**src/rtl/mux_16b_4_input.sv**
```systemverilog
// Four-input WIDTH-bit selector with a clocked shadow stage that captures the
// selected word and select code and flags select-code changes.
module mux_16b_4_input #(
    parameter int WIDTH = 16
) (
    input  logic             CLK,
    input  logic             Reset,
    input  logic [WIDTH-1:0] A,
    input  logic [WIDTH-1:0] B,
    input  logic [WIDTH-1:0] C,
    input  logic [WIDTH-1:0] D,
    input  logic [1:0]       Op,
    input  logic             En,
    output logic [WIDTH-1:0] Output,
    output logic [WIDTH-1:0] Output_Reg,
    output logic [1:0]       Op_Reg,
    output logic             Sel_Changed
);

    // The default arm only fires for X/Z select codes, so simulation shows
    // all-X there while synthesis sees a fully specified mux.
    always_comb begin
        Output = 'x;
        case (Op)
            2'b00:   Output = A;
            2'b01:   Output = B;
            2'b10:   Output = C;
            2'b11:   Output = D;
            default: Output = 'x;
        endcase
    end

    // Shadow stage: reset wins over En; Sel_Changed is a single-cycle pulse
    // because any non-loading edge drops it.
    always_ff @(posedge CLK) begin
        if (!Reset) begin
            Output_Reg  <= '0;
            Op_Reg      <= 2'b00;
            Sel_Changed <= 1'b0;
        end else if (En) begin
            Output_Reg  <= Output;
            Op_Reg      <= Op;
            Sel_Changed <= (Op != Op_Reg);
        end else begin
            Sel_Changed <= 1'b0;
        end
    end

endmodule

```
**config.mk**
```make
export PLATFORM = sky130hd
export DESIGN_NAME = mux_16b_4_input
export DESIGN_NICKNAME = d
export VERILOG_FILES = /design/src/rtl/mux_16b_4_input.sv
export SDC_FILE = /design/constraint.sdc
export NUM_CORES = 1
export LEC_CHECK = 0
export ABC_AREA = 1
export CAP_MARGIN = 30
export CORE_MARGIN = 3
export CORE_UTILIZATION = 30
export CTS_CLUSTER_SIZE = 30
export DETAILED_ROUTE_END_ITERATION = 8
export GPL_ROUTABILITY_DRIVEN = 0
export PLACE_DENSITY = 0.69
export SYNTH_ARGS = -nofsm -noshare
export SYNTH_HDL_FRONTEND = slang
export SYNTH_SLANG_ARGS = --single-unit
```
**constraint.sdc**
```tcl
create_clock -name CLK -period 1 [get_ports CLK]
set_clock_uncertainty 0.05 [all_clocks]
set_input_delay 0.1 -clock CLK [delete_from_list [all_inputs] [get_ports CLK]]
set_output_delay 0.1 -clock CLK [all_outputs]
set_load 0.005 [all_outputs]
```
# Word-level counts from Yosys, hierarchy flattened
# Cells that the tools add are included.
[totals]
regBits = 19
out_inout_bits = 35
word_cells = 10
[op_classes]
n_eq_ne = 4
mux = 1
n_reduce_logical = 2
[op_table]
columns = ["operator", "count"]
rows = [
  ["$pmux 16 s4", 1],
  ["$eq 2x2->1 const B", 2],
  ["$eq 2x1->1 const B", 1],
  ["$logic_not 2->1", 1],
  ["$ne 2x2->1", 1],
  ["$reduce_and 2->1", 1],
]

# Longest topological paths before layout
# Gate-level depths: netlist of run 1.
[depth]
word_depth = 2
depth_mapped = 9
mapped_depth_nobuf = 7

# Worst setup path after synthesis of run 1
# OpenSTA, ideal clock, no wires.
[synth_timing]
path_kind = "input -> register"
startpoint = "input Op[1]"
endpoint = "register Output_Reg[2]"
t_arrival_ns = 0.773
t_required_ns = 0.841
path_slack_ns = 0.068
stages = 9
path_cell_list = "buf_6 -> inv_2 -> nand2_4 -> buf_12 -> nor2_2 -> nor2_2 -> nand3_1 -> nand2_1 -> inv_1"
[synth_between]
elab_chain_cells = 2
elab_cells_between_ends = 5
cone_classes = "3 x eq/ne; 1 x mux; 1 x reduce/logical"
[synth_rtl]
columns = ["element", "line_no", "rtl"]
rows = [
  ["start: declaration", "12", "input logic [1:0] Op,"],
  ["$eq 2x2->1 (tied with other cells)", "24", "case (Op)"],
  ["$pmux 16 s4 (*)", "24", ""],
  ["end signal: assignment", "41", "Output_Reg <= Output;"],
  ["end: declaration", "15", "output logic [WIDTH-1:0] Output_Reg,"],
]
# Every way passes the cells marked *; elsewhere a longest branch is shown, timed or not.
# A chain may end at the register's enable or synchronous reset.

# Worst setup path in the final report of run 1
[layout_timing]
startpoint = "input Op[1]"
endpoint = "output Output[9]"
[layout_between]
elab_chain_cells = 2
elab_cells_between_ends = 5
cone_classes = "3 x eq/ne; 1 x mux; 1 x reduce/logical"
[layout_rtl]
columns = ["element", "line_no", "rtl"]
rows = [
  ["$eq 2x2->1 (tied with other cells)", "24", ""],
  ["$pmux 16 s4 (*)", "24", ""],
  ["end: declaration", "14", "output logic [WIDTH-1:0] Output,"],
]
# Marks and branches as above.

==> results.yml, run 1 <==
sta:
  setup_viol: 15
  slew_headroom_pct: 86.0
  period_needed_ns: 1.09
  grt_setup_unrepaired: "yes"
  period_share_pct: 109
  tightestPinTransition_ns: 0.209
  max_freq_ghz: 0.920
  hold_viol: 0
  timing.final.ws_setup_ns: -0.0865
  finalMaxSlewViolations: 0
  whs_ns: 0.247
routing:
  routed-via-count: 2117
  wl_per_cell_um: 13.4
  ant_nets: 0
  routed_wl_um: 6320
  routed_via_density: 4.50
  dr.pass1.iters: 4
  drtIter0Drc: 76
  drc: 0
final_layout:
  num_antenna_cells: 0
  final_nets: 475
  syn2layout_area_growth_pct: 121
  utilization_pct: 71.6
  drive_gt1_share_pct: 38.5
  seq_area_sq_um: 395
  layout_common_cells: "nand2_1, dlygate4sd2_1, buf_4"
  nFillCells: 383
  final_cell_area_sq_um: 3240
  final_common_cell: "nand2_1"
  multi_input_area_sq_um: 1080
clocking:
  cts_tree: "built"
  clk_transition_reported_paths_ns: 0.08
  htree_levels: 1
  clk_path_buf_depth: 2
  clock-sinks: 19
  cts_root_buf: "clkbuf_8"
  clk_latency_ns: 0.26
  numCtsBuffers: 3
floorplan:
  rows: 24
  dieArea_sq_um: 5770
  pin_count: 104
  core-area_sq_um: 4530
  start_util_pct: 32.4
  die_w_um: 75.9
  die_h_um: 75.9
power_and_ir_drop:
  swShare_pct: 32.5
  ir_drop_uv: 773
  combPwrFrac_pct: 46.1
  totalPowerFinal_uw: 2650
  leakagePower_uw: 0.00177
  p_int_uw: 1790
  p_per_area_nw_per_um2: 817
  p_sw_uw: 861
  seq_power_share_pct: 32.1
  pwr-share-clk_pct: 21.8
grt:
  grt_util_all_layers_pct: 21.3
  gr-usage-met2_pct: 39.9
  busiest_layer: "met2"
  antenna_found_initial: 0
  grt_pass1_wl_um: 10100
  grt_max_degree: 28
  gr-total-overflow: 0
  grt_util_met3_pct: 6.04
  grtUsageMet1_pct: 23.0
  grt_pass1_vias: 2105
synthesis:
  syn_nets: 323
  ys_ff_latch: 19
  yosysSeqAreaShare_pct: 25.9
  syn_inst: 254
  syn-cell-area_sq_um: 1470
  yosysWarningCount: 0
  ys_types: 17
  avgSynthCellArea_sq_um: 5.78
worst_hold_path:
  hp-class: "in -> reg"
  hp-start: "Op[0]"
outcome:
  run_status: "finished, violations left"
  violations: "setup timing"
placement:
  place_area_sq_um: 2730
  portBuffers: 103
  dp_hpwl_um: 4090
setup_path:
  r2r_slack_ns: 0.16
  worst_setup_path_start_kind: "primary input"
  worstPathCellList: "buf_12 > inv_8 > nand2_8 > buf_12 > buf_4 > nor2_4 > nor2_2 > nand2_1 > buf_2"
  arrival_ns: 0.94
  crit-reg2reg-launch: "Op_Reg[1]"
  r2r_cells: 3
  critPathKind: "in -> out"
  crit_path_max_fanout: 7
  cp_common_cell: "buf_12"
  critPathLaunch: "Op[1]"
  cp_slowest_stage_delay_ns: 0.15
  cp-endpoint: "Output[9]"
  required_ns: 0.85
  critPathSlowestCell: "buf_12"
  cp-end-kind: "primary output"
  reg2reg_to: "Sel_Changed"
job:
  cap_viol_max_count: 0
==> cell usage after synthesis (all sizes together) <==
cell type  count  share of area, %
inv           35               9.0
buf           13               6.7
nand2         66                17
nand3         48                16
nor2          65                21
a21oi          3               1.0
clkbuf         1              0.26
o21ai          2              0.68
xnor2          2               1.2
dfxtp         19                26
==> critical path, delay by kind of cell <==
family                 cells  cell delay (ns)
buffers and inverters      5             0.58
AND/OR/NAND/NOR            4             0.24
==> stage by stage <==
step           std cells  setup slack, ns  setup TNS (ns)
2_1_floorplan        254           0.0678               0
5_1_grt              470           -0.141           -1.48
6_report             470          -0.0865          -0.590
4_1_cts              466           -0.231          -0.555
3_3_place_gp         436           -0.933          -24.84
3_5_place_dp         436           -0.976          -25.74
==> state kept, by name, summed over array words and instances (netlist names) <==
register and flops:
Sel_Changed 1, Op_Reg 2, Output_Reg 16
==> how the worst min path moves through the flow <==
stage                           to  slack, ns  depth (start not counted)
floorplan              Sel_Changed       0.17                          2
global placement    Output_Reg[11]       0.49                          4
detailed placement  Output_Reg[10]       0.49                          4
CTS                    Sel_Changed       0.26                          4
global route           Sel_Changed       0.28                          4
finish                 Sel_Changed       0.25                          4
==> per-layer routing <==
layer / share of wire (%) / routed length (um) / vias up
met3: 6.2 / 391 / 12
met5: 0 / 0 / -
met1: 39 / 2450 / 959
met2: 53 / 3320 / 71
met4: 2.4 / 150 / 0
li1: - / - / 1075
==> power groups by stage <==
stage	combinational [uW]	sequential, uW	clock (uW)
floorplan	398	867	0
global placement	1050	859	0
detailed placement	1050	860	0
CTS	1130	846	592
global route	1330	855	617
finish	1220	850	578
==> cells by family after synthesis <==
kind of cell	after synthesis	share of synthesized area, %
buffers and inverters	49	15.9
AOI/OAI and AO/OA	5	1.70
and+or+nand+nor	179	55.2
DFF	19	25.9
xor gates and xnor gates	2	1.19
==> what timing repair did <==
item,in CTS,in global routing
hold buffers,0,0
pin swaps,94,22
setup endpoints to repair,52,39
buffers inserted,22,4
resized for setup,199,55
gates cloned,5,0
==> cell type report <==
type                    count  area share (%)
inverters                  35            4.36
well taps                  65            2.51
repair buffers            160            46.2
multi-input cells         187            33.2
clock buffers               3            1.27
clock inverters             1           0.231
flip-flops and latches     19            12.2
Power figures use the tool's default switching activity.
==> inputs of run 2 (changes only) <==
- ABC_AREA: 1 -> not set
- GPL_TIMING_DRIVEN: not set -> 0
- PLACE_DENSITY: 0.69 -> 0.7
==> run 2 against run 1 <==
Net effect: the run still ends with setup timing left; fmax is 1.7% lower; worst setup slack got worse by 0.019 ns; sequential power increased by 0.9%; first-iteration DRC count down 46%; flip-flop and latch count unchanged; register-to-register slack lost 0.02 ns; synthesized cell count shrank 52%; critical endpoint is now Output[1].
==> results.yml, run 2 <==
floorplan:
  die_w_um: 74.6
  rows: 24
  pin_count: 104
  start_util_pct: 31.8
  dieArea_sq_um: 5570
  core-area_sq_um: 4440
  die_h_um: 74.6
clocking:
  clock-sinks: 19
  clk_latency_ns: 0.26
  cts_tree: "built"
  cts_root_buf: "clkbuf_8"
  clk_path_buf_depth: 2
  clk_transition_reported_paths_ns: 0.08
  ctsHoldBuffers: 0
  numCtsBuffers: 3
  htree_levels: 1
sta:
  finalMaxSlewViolations: 0
  hold_viol: 0
  slew_headroom_pct: 81.1
  timing.final.ws_setup_ns: -0.106
  max_freq_ghz: 0.904
  setup_viol: 17
  period_share_pct: 111
  tightestPinTransition_ns: 0.283
  period_needed_ns: 1.11
  whs_ns: 0.244
  grt_setup_unrepaired: "yes"
final_layout:
  final_nets: 368
  nFillCells: 330
  syn2layout_area_growth_pct: 129
  multi_input_area_sq_um: 1100
  final_cell_area_sq_um: 3230
  num_antenna_cells: 0
  seq_area_sq_um: 395
  largest_reg_flops: 16
  top_regs: "Output_Reg x16, Op_Reg x2, Sel_Changed x1"
  layout_common_cells: "buf_4, dlygate4sd2_1, mux2i_1"
  drive_gt1_share_pct: 53.7
  final_cell_count_no_fill: 350
  top_register: "Output_Reg"
placement:
  dp_worst_setup_slack_ns: -0.943
  place_area_sq_um: 2500
  placed_cells: 275
  portBuffers: 102
  dp_hpwl_um: 3920
power_and_ir_drop:
  ir_drop_uv: 647
  leakagePower_uw: 0.00152
  swShare_pct: 29.5
  seq_power_share_pct: 31.8
  p_int_uw: 1900
  pwr-share-clk_pct: 20.6
  p_sw_uw: 796
  totalPowerFinal_uw: 2700
  combPwrFrac_pct: 47.6
  p_per_area_nw_per_um2: 836
synthesis:
  yosysSeqAreaShare_pct: 26.9
  synth_ff_type: "dfxtp_1"
  async_reset_ff_share_pct: 0
  synthTopCellsByCount: "mux2i_1, dfxtp_1, nand3b_1"
  syn_nets: 190
  synth_top_area_share_pct: 35.4
  yosysWarningCount: 0
  yosys.area.top_type: "mux2i_1"
  synth_edf_count: 0
  avgSynthCellArea_sq_um: 11.7
  syn-cell-area_sq_um: 1410
  syn_inst: 121
  post-synth-top-count-cell: "mux2i_1"
  ys_ff_latch: 19
  netlist_top_cells_area: "mux2i_1, dfxtp_1, o221ai_2, nand3b_1, buf_6"
  ys_types: 15
grt:
  gr-total-overflow: 0
  grt_pass1_wl_um: 9400
  grt_util_all_layers_pct: 22.5
  antenna_found_initial: 0
  grt_max_degree: 12
  grt_pass1_vias: 1916
worst_hold_path:
  hold_path_depth: 4
  hp-class: "in -> reg"
setup_path:
  arrival_ns: 0.96
  cp_common_cell: "buf_12"
  worstPathCellList: "buf_12 > buf_12 > buf_6 > mux2i_4 > mux2i_1 > buf_2"
  critPathKind: "in -> out"
  critPathSlowestCell: "mux2i_4"
  worst_setup_path_start_kind: "primary input"
  required_ns: 0.85
  crit_path_max_fanout: 6
  cp_slowest_stage_delay_ns: 0.18
  r2r_cells: 3
  cp-end-kind: "primary output"
routing:
  dr.pass1.iters: 4
  routed_wl_um: 6350
  wl_per_cell_um: 18.1
  routed-via-count: 1741
  routed_via_density: 4.97
  drc: 0
  ant_nets: 0
  drtIter0Drc: 41
job:
  cap_viol_max_count: 0
outcome:
  run_status: "finished, violations left"
  violations: "setup timing"
## run 2: what timing repair did
action                     in CTS  in global routing
pin swaps                       1                  0
setup endpoints to repair      53                 38
buffers inserted               66                  4
cloned                          2                  0
resized for setup             208                 37
## run 2: worst paths after layout
| path | slack [ns] | endpoint | start |
|---|---|---|---|
| worst max-delay path | -0.11 | Output[1] | Op[0] |
| worst min-delay path | 0.24 | Output_Reg[14] | C[14] |
| worst max register to register | 0.14 | Sel_Changed | Op_Reg[0] |
| worst min register to register | 0.45 | Output_Reg[14] | Output_Reg[14] |
## run 2: cell families after synthesis
group / share of synthesized area, %
simple gates: 11.7
buf+inv: 10.0
flops: 26.9
mux: 35.4
xor+xnor: 1.24
compound gates: 14.7
## run 2: per-layer routing
metal,wire [um],global-route usage (%),up-vias
li1,-,-,831
met1,2380,24.0,837
met2,3480,43.2,61
met3,340,4.94,12
met4,146,7.91,0
met5,0,0,-
## run 2: critical path, delay by kind of cell
family	cells	cell delay, ns
mux	2	0.32
buf+inv	4	0.53
## run 2: through the flow
stage	utilization (%)	TNS [ns]
finish	72.7	-1.12
detailed placement	56.2	-20.52
global placement	56.2	-19.93
global route	72.7	-1.79
CTS	70.4	-0.741
floorplan	-	0
## run 2: power groups by stage
| stage | logic, uW | registers, uW | clock network (uW) |
|---|---|---|---|
| finish | 1290 | 858 | 555 |
| global route | 1360 | 864 | 610 |
| CTS | 1200 | 851 | 570 |
| detailed placement | 970 | 866 | 0 |
| global placement | 959 | 862 | 0 |
| floorplan | 377 | 866 | 0 |
## run 2: cell type report
cell class	instances	area share [%]
multi-input cells	90	33.9
clock inverters	1	0.155
plain buffers	11	5.08
repair buffers	174	45.3
clock buffers	3	1.28
flip-flops and latches	19	12.2
well taps	52	2.01
==> inputs of run 3 (changes only) <==
- clock period: 1 -> 1.3 ns (I/O delays scaled with it)
==> run 3 against run 2 <==
Net effect: final cell count decreased by 17%; utilization is 12 points lower; the run now ends clean; non-clock buffer count decreased by 60; sequential share of layout area increased by 2.3 points; clock-buffer cell count unchanged; clock power down 23%; critical path type is now reg -> out.
==> results.yml, run 3 (synthesized netlist as in run 2, its figures left out) <==
final_layout:
  largest_reg_flops: 16
  drive_gt1_share_pct: 32.4
  layout_common_cells: "clkdlybuf4s50_1, mux2i_1, nand3b_1"
  top_register: "Output_Reg"
  nFillCells: 392
  syn2layout_area_growth_pct: 90.5
  top_regs: "Output_Reg x16, Op_Reg x2, Sel_Changed x1"
  final_common_cell: "clkdlybuf4s50_1"
  num_antenna_cells: 0
  final_nets: 308
routing:
  dr.pass1.iters: 4
  routed_wl_um: 5320
  wl_per_cell_um: 18.3
  drc: 0
  ant_nets: 0
  drtIter0Drc: 41
  routed_via_density: 5.04
  routed-via-count: 1461
sta:
  setup_viol: 0
  fin_setup_tns_ns: 0
  finalMaxSlewViolations: 0
  period_share_pct: 97.8
  period_needed_ns: 1.27
  slew_headroom_pct: 80.0
  hold_viol: 0
  timing.final.ws_setup_ns: 0.0285
  tightestPinTransition_ns: 0.292
  max_freq_ghz: 0.786
clocking:
  numCtsBuffers: 3
  clk_latency_ns: 0.26
  clk_path_buf_depth: 2
  clock-sinks: 19
  cts_tree: "built"
  clk_transition_reported_paths_ns: 0.08
  htree_levels: 1
  cts_root_buf: "clkbuf_8"
setup_path:
  worst-path-buf-inv: 1
  required_ns: 1.12
  r2r_cells: 2
  arrival_ns: 1.09
  r2r_slack_ns: 0.56
  crit_path_max_fanout: 2
  cp-end-kind: "primary output"
  critPathSlowestCell: "clkdlybuf4s50_1"
  worstPathCellList: "clkdlybuf4s50_1"
  crit_family: "buffers and inverters"
  worst_setup_path_start_kind: "register"
  critPathKind: "reg -> out"
  cp.depth: 1
  cp_slowest_stage_delay_ns: 0.50
placement:
  dp_worst_setup_slack_ns: -0.703
  portBuffers: 102
  dp_hpwl_um: 3920
floorplan:
  die_h_um: 74.6
  start_util_pct: 31.8
  core-area_sq_um: 4440
  rows: 24
  die_w_um: 74.6
  pin_count: 104
  dieArea_sq_um: 5570
job:
  cap_viol_max_count: 0
power_and_ir_drop:
  totalPowerFinal_uw: 1860
  leakagePower_uw: 0.00127
  p_per_area_nw_per_um2: 689
  ir_drop_uv: 439
grt:
  grt_max_degree: 12
  gr-total-overflow: 0
  antenna_found_initial: 0
  grt_pass1_wl_um: 7730
  grt_util_all_layers_pct: 18.4
  grt_pass1_vias: 1513
outcome:
  run_status: "finished, final reports clean"
worst_hold_path:
  hp-class: "in -> reg"
  hold_path_depth: 3
run 3: cell types whose count changed in the layout (fill, tap and decap cells not counted), moves of 3 or more:
cell / before / now
clkdlybuf4s15_1: 13 / 2
buf_12: 7 / 4
buf_4: 64 / 12
mux2i_4: 11 / 1
dlygate4sd2_1: 64 / 9
buf_6: 10 / 5
mux2i_1: 25 / 35
dfxtp_1: 7 / 11
buf_2: 16 / 11
dfxtp_2: 12 / 8
dlymetal6s2s_1: 1 / 10
clkdlybuf4s50_1: 1 / 66
run 3: timing repair:
action                     4_1_cts  5_1_grt
gates resized for setup         78       28
setup endpoints to repair       30       18
hold buffers                     0        0
gates cloned                     1        0
pin swaps                        0        0
buffers inserted                 6        4
run 3: metal layers:
metal	wire length (um)	global-route usage (%)
met4	40	4.35
met3	319	3.47
met5	0	0
met1	2130	21.2
met2	2830	34.8
run 3: worst paths after layout:
check                      start        endpoint
setup / recovery  Output_Reg[15]  Output_Reg[15]
hold / removal             Op[0]   Output_Reg[5]
setup reg to reg       Op_Reg[0]     Sel_Changed
hold reg to reg   Output_Reg[14]  Output_Reg[14]
run 3: stage by stage:
step | util (%) | hold WS [ns] | std cells | area, sq um
after floorplan | - | 0.296 | 121 | 1410
after global placement | 56.2 | 0.428 | 275 | 2500
after detailed placement | 56.2 | 0.442 | 275 | 2500
after CTS | 59.4 | 0.301 | 286 | 2640
after global routing | 60.6 | 0.304 | 290 | 2690
final | 60.6 | 0.287 | 290 | 2690
run 3: cell type report:
type                       count  area, sq um  area share (%)
timing repair buffer         113         1080            40.1
multi-input combinational     90          956            35.5
sequential                    19          390            14.5
buffer                        12          154            5.72
tap                           52         65.1            2.42
clock buffer                   3         41.3            1.53
clock inverter                 1         5.00           0.186
run 3: where the power goes:
part	leakage (uW)	switching [uW]	internal [uW]
clock network	0.0000255	216	214
logic	0.00109	284	485
registers	0.000160	25.1	631
